$ cat config.mk
export PLATFORM = sky130hd
export DESIGN_NAME = booth_seq_mul
export DESIGN_NICKNAME = d
export VERILOG_FILES = /design/src/rtl/booth_seq_mul.sv
export SDC_FILE = /design/constraint.sdc
export NUM_CORES = 1
export LEC_CHECK = 0
export ABC_AREA = 1
export CORE_MARGIN = 2
export CORE_UTILIZATION = 60
export CTS_BUF_LIST = sky130_fd_sc_hd__clkbuf_4 sky130_fd_sc_hd__clkbuf_8
export DETAILED_ROUTE_END_ITERATION = 7
export HOLD_SLACK_MARGIN = 0.03
export PLACE_DENSITY_LB_ADDON = 0.25
export SETUP_SLACK_MARGIN = 0.05
export SLEW_MARGIN = 25
export SYNTH_ARGS = -nofsm -noshare
export SYNTH_HDL_FRONTEND = slang
export SYNTH_SLANG_ARGS = --single-unit
$ cat constraint.sdc
create_clock -name clk -period 9.3 [get_ports clk]
set_input_delay 1.86 -clock clk [delete_from_list [all_inputs] [get_ports clk]]
set_output_delay 1.86 -clock clk [all_outputs]
set_load 0.01 [all_outputs]
$ cat src/rtl/booth_seq_mul.sv
// Sequential radix-4 Booth multiplier: one Booth digit per CALC cycle, WIDTH/2+1 cycles per product.
// Valid/ready on both sides; product and out_valid hold in DONE until out_ready, and no new request is taken until then.
module booth_seq_mul #(
  parameter int WIDTH = 16
) (
  input  logic                 clk,
  input  logic                 rst_n,
  input  logic                 in_valid,
  output logic                 in_ready,
  input  logic [WIDTH-1:0]     a,
  input  logic [WIDTH-1:0]     b,
  input  logic                 signed_mode,
  output logic                 out_valid,
  input  logic                 out_ready,
  output logic [2*WIDTH-1:0]   product,
  output logic                 busy
);

  localparam int AW = 2*WIDTH + 4;
  localparam int BW = WIDTH + 3;
  localparam int N  = WIDTH/2 + 1;
  localparam int CW = $clog2(N + 1);
  localparam logic [CW-1:0] LAST = CW'(N - 1);

  typedef enum logic [1:0] {
    IDLE = 2'd0,
    CALC = 2'd1,
    DONE = 2'd2
  } state_t;

  state_t             r_state;
  logic [AW-1:0]      r_a_sh;
  logic [BW-1:0]      r_b_sh;
  logic [AW-1:0]      r_acc;
  logic [CW-1:0]      r_cnt;
  logic               r_in_ready;
  logic               r_out_valid;
  logic               r_busy;
  logic [2*WIDTH-1:0] r_product;

  logic               w_a_sx;
  logic               w_b_sx;
  logic [AW-1:0]      w_a_ext;
  logic [BW-1:0]      w_b_ext;
  logic [AW-1:0]      w_a2;
  logic [AW-1:0]      w_pp;
  logic [AW-1:0]      w_acc_nxt;

  assign w_a_sx  = signed_mode & a[WIDTH-1];
  assign w_b_sx  = signed_mode & b[WIDTH-1];
  // Multiplicand kept at full accumulator width and shifted by 2 per digit, so the weight 4^i is implicit.
  assign w_a_ext = {{(AW-WIDTH){w_a_sx}}, a};
  // Multiplier carries the implicit zero below bit 0; its low 3 bits are always the current digit.
  assign w_b_ext = {{2{w_b_sx}}, b, 1'b0};
  assign w_a2    = {r_a_sh[AW-2:0], 1'b0};

  always_comb begin
    w_pp = '0;
    case (r_b_sh[2:0])
      3'b001, 3'b010: w_pp = r_a_sh;
      3'b011:         w_pp = w_a2;
      3'b100:         w_pp = -w_a2;
      3'b101, 3'b110: w_pp = -r_a_sh;
      default:        w_pp = '0;
    endcase
  end

  assign w_acc_nxt = r_acc + w_pp;

  always_ff @(posedge clk or negedge rst_n) begin
    if (!rst_n) begin
      r_state     <= IDLE;
      r_a_sh      <= '0;
      r_b_sh      <= '0;
      r_acc       <= '0;
      r_cnt       <= '0;
      r_in_ready  <= 1'b1;
      r_out_valid <= 1'b0;
      r_busy      <= 1'b0;
      r_product   <= '0;
    end else begin
      case (r_state)
        IDLE: begin
          if (in_valid) begin
            r_a_sh     <= w_a_ext;
            r_b_sh     <= w_b_ext;
            r_acc      <= '0;
            r_cnt      <= '0;
            r_state    <= CALC;
            r_in_ready <= 1'b0;
            r_busy     <= 1'b1;
          end
        end
        CALC: begin
          r_acc  <= w_acc_nxt;
          r_a_sh <= r_a_sh << 2;
          r_b_sh <= {{2{r_b_sh[BW-1]}}, r_b_sh[BW-1:2]};
          r_cnt  <= r_cnt + CW'(1);
          if (r_cnt == LAST) begin
            r_state     <= DONE;
            r_out_valid <= 1'b1;
            r_product   <= w_acc_nxt[2*WIDTH-1:0];
          end
        end
        DONE: begin
          if (out_ready) begin
            r_state     <= IDLE;
            r_out_valid <= 1'b0;
            r_in_ready  <= 1'b1;
            r_busy      <= 1'b0;
          end
        end
        default: begin
          r_state     <= IDLE;
          r_in_ready  <= 1'b1;
          r_out_valid <= 1'b0;
          r_busy      <= 1'b0;
        end
      endcase
    end
  end

  assign in_ready  = r_in_ready;
  assign out_valid = r_out_valid;
  assign busy      = r_busy;
  assign product   = r_product;

endmodule

==> impl.org <==
** Global route
- Pin count of the biggest net entering global routing :: 73
- First-pass GRT wire length :: 35.89 mm
- Summed over all layers, the global routing overflow is 0.
- Antenna violations before repair :: 0
- The via count of the first global-routing pass came to about 7500.
- Total global routing track utilization :: 0.3147

** Setup path
- Max incr delay on CP :: about 0.60 ns
- Worst path cell trace :: nand2_1 > nor2_2 > inv_1 > o22ai_1 > a21oi_1 > o21ai_0 > ha_1 > inv_1 > o21bai_1 > a21oi_1 > nand2_1 > nand2_1 > nand2_1 > a21oi_1 > nand3_1 > nand3_1 > nand2_1
- Kind of launch point of the worst setup path :: flip-flop
- The worst register-to-register path has a depth of 17.
- Top Family by Delay on Critical Path :: simple AND/OR/NAND/NOR gates
- Arrival time reported for the critical path endpoint :: ~4.2 ns
- Data on the critical path is required at its endpoint by just under 10 ns.
- Standard cell with the maximum stage delay on the critical path :: nor2_2
- In this run the register-to-register setup slack is about 5.4 ns.
- The endpoint identified for the worst register-to-register timing path is product[31].
- The startpoint identified for the worst register-to-register timing path is r_b_sh[1].
- Among the stages of the critical path, the cell type that occurs most often is nand2_1.
- Critical Path Sink Type :: flip-flop
- Buffers and inverters on the worst path :: 2
- Largest driver fanout on the critical path :: 16
- Critical setup path kind :: reg -> reg

** Clock tree
- CTS Hold Buffers Added :: 0
- The H-tree generated during clock tree synthesis spans 4 levels.
- Clock Sink Count :: 124
- The longest clock path from root to sink contains 2 buffers.
- Clock input transition at the sequential cells of the worst setup and hold paths :: 0.07 ns
- CTS tree :: built
- CTS placed an instance of clkbuf_8 at the clock tree root.
- Buffers inserted during clock tree synthesis total 17.
- After clock tree synthesis, the repair step resized 0 gates.
- At the later pin of the worst-skew pair, clock insertion delay measures about 0.46 ns.
- The number of setup buffers added after CTS is 0.

** Layout
- ANT cells :: 0
- Fin nets :: ~1200
- Area added between synthesis and finish :: 14.82%
- Of the cells placed in the final design, the portion with a size suffix greater than 1 is 0.07927.

** STA
- Normalized max-slew margin :: 0.4071
- Final hold violation count :: 0
- Final Critical Period :: just under 4 ns
- Setup WS post-layout :: about 5.4 ns
- Final max-slew violation count :: 0
- Setup violations remaining at the end of the flow were counted as 0.
- At the pin with the least slew margin, the transition time is roughly 0.9 ns.
- Setup total negative slack on the finished layout was measured at 0 ns.
- Worst clock skew on the final layout :: roughly 0.0085 ns
- Timing would allow up to 257.4 MHz.
- Setup repair after global routing missed its margin :: false
- Share of the clock period used by the worst path :: 0.4178

** Synth
- Distinct cell type count of the synthesized netlist :: roughly 50
- Number of instances in the synthesized netlist :: approximately 1100
- Yosys attributes the largest share of cell area to dfrtp_1 (38%), nand2_1 (13%), inv_1 (5.4%), ha_1 (5.2%), a21oi_1 (4.3%).
- Portion of the post-synthesis area used by sequential elements :: 0.3806
- Synthesis produced a netlist with a net count of 1149.
- Count leader, synth :: nand2_1
- Cell types with the highest counts after synthesis :: nand2_1 (272), dfrtp_1 (123), inv_1 (117)
- Post-synth ARST share :: 1.000
- dfrtp_1 takes more of the synthesized area than any other cell.
- Synth top area share :: 0.3774
- Number of synthesized flops with an enable pin :: 0
- After synthesis, the mean cell area works out to approximately 7.6 um^2.
- In this run the cell area of the synthesized design comes to between 8000 and 9000 um^2.
- Predominant post-synthesis flop cell :: dfrtp_1
- Warnings from Yosys :: 0
- FF+latch count, synth :: roughly 120

** Floorplanning
- For this configuration, the core starts out at a cell density of 0.6158.
- The die is 120.6 um wide.
- Die area :: about 15000 um^2
- DIE HEIGHT :: 120.6 um
- Number of rows created at floorplan :: 42
- Core area :: approximately 13000 um^2
- Io pins :: roughly 70

** Min path
- The worst hold path terminates at product[19].
- In this run the most critical hold path is launched from product[19].
- The path class of the tightest hold or removal check is reg -> reg.
- The worst hold path passes through 2 cells.

** Outcome
- The run finished with clean final reports.

** Placed design
- The wire-length estimate of the detail-placed layout is between 15 and 20 mm.
- In this run the tool buffered the top-level ports with about 70 buffer cells.
- Routability congestion estimate from global placement :: 0.9258
- Worst-case setup slack after placement :: 4.927 ns

** Routing
- Routed wire length :: ~22 mm
- After the first detailed-routing iteration, the DRC count stood at roughly 700.
- The pre-antenna-repair detailed-routing pass consisted of 5 iterations.
- After detailed routing, the number of vias per cell comes to 5.900.
- Mean routed wirelength per cell :: roughly 16 um
- Once detail routing completed, the nets flagged for antenna violations numbered 0.
- The detailed router placed just under 8000 vias in this run.
- After detailed routing, the number of remaining DRC violations is 0.

** Run
- Number of max-cap violations :: 0
logic make-up (layout without fill, tap and decap cells):
kind of cell	count (synthesis)	in the layout	synth area share
adder cells (fa/ha/maj)	35	35	0.05462
buffers and inverters	163	234	0.07748
multiplexers	1	1	0.001227
XOR/XNOR	40	40	0.04296
flip-flops	124	124	0.3806
AND/OR/NAND/NOR	466	466	0.2577
AO/OA/AOI/OAI	248	248	0.1853
metrics by stage:
step | cell area, um^2 | hold slack [ns] | std cells | utilization
6_report | 9364 | 0.4798 | 1324 | 0.7071
5_1_grt | 9364 | 0.5020 | 1324 | 0.7071
4_1_cts | 9361 | 0.4831 | 1324 | 0.7069
3_5_place_dp | 8990 | 0.4654 | 1295 | 0.6789
3_3_place_gp | 8985 | 0.4524 | 1295 | 0.6785
2_1_floorplan | 8155 | 0.4463 | 1077 | -
state kept, by name (all words and copies together) (netlist names):
name,flops
r_a_sh,32
r_acc,32
r_b_sh,19
r_cnt,4
out_valid,1
busy,1
r_state,2
in_ready,1
product,32
worst register-to-register path: cells and delay by family, from the launching register on:
| family | cells | cell delay (ns) |
|---|---|---|
| DFF | 1 | 0.35 |
| AOI/OAI and AO/OA | 6 | 1.11 |
| adders and majority gates | 1 | 0.32 |
| and+or+nand+nor | 8 | 1.41 |
| buffers and inverters | 2 | 0.58 |
metal layers:
| metal | wire length [um] | track usage |
|---|---|---|
| met1 | 9560 | 0.4208 |
| met2 | 9934 | 0.4986 |
| met3 | 1458 | 0.05660 |
| met4 | 801 | 0.1468 |
| met5 | 0 | 0 |
layout make-up:
class / count / area (um^2)
Tap cell: 176 / 220.2
Timing Repair Buffer: 79 / 768.2
Multi-Input combinational cell: 790 / 4427
Fill cell: 1095 / 3879
Clock inverter: 8 / 95.09
Sequential cell: 124 / 3104
Clock buffer: 21 / 276.5
Inverter: 126 / 473.0
how the worst max path moves through the flow:
stage	from	to	slack (ns)	cells past startpoint
final	r_b_sh[1]	product[31]	5.41	17
after floorplan	r_a_sh[1]	product[31]	6.33	20
after detailed placement	in_valid	r_b_sh[10]	4.93	6
after CTS	in_valid	r_a_sh[3]	5.38	6
after global routing	r_a_sh[1]	product[30]	5.21	16
after global placement	in_valid	r_a_sh[3]	4.99	6
cell usage in the layout, fill, tap and decap left out, drive strengths merged:
| cell type | n |
|---|---|
| nand2 | 277 |
| inv | 125 |
| dfrtp | 123 |
| nor2 | 78 |
| a21oi | 71 |
| o21ai | 71 |
| clkdlybuf4s50 | 70 |
| nand3 | 69 |
| o22ai | 44 |
| ha | 34 |
| xor2 | 31 |
| clkbuf | 21 |
| o221ai | 17 |
| nand4 | 13 |
| o2111ai | 12 |
| nor3 | 11 |
| xnor2 | 9 |
| buf | 9 |
| or2 | 8 |
| o21bai | 7 |
| nand3b | 7 |
| a221o | 6 |
| a21o | 6 |
| clkinv | 5 |
| nor4 | 3 |
| o211ai | 3 |
| a31oi | 3 |
| a21boi | 3 |
| a22oi | 2 |
| o21a | 2 |
| bufinv | 2 |
| clkinvlp | 2 |
| a211o | 1 |
| mux2i | 1 |
| fa | 1 |
| dfstp | 1 |
Power is left out: the tool's default activity adds up to more than one toggle a clock period on the data nets, which glitch-free logic cannot reach.
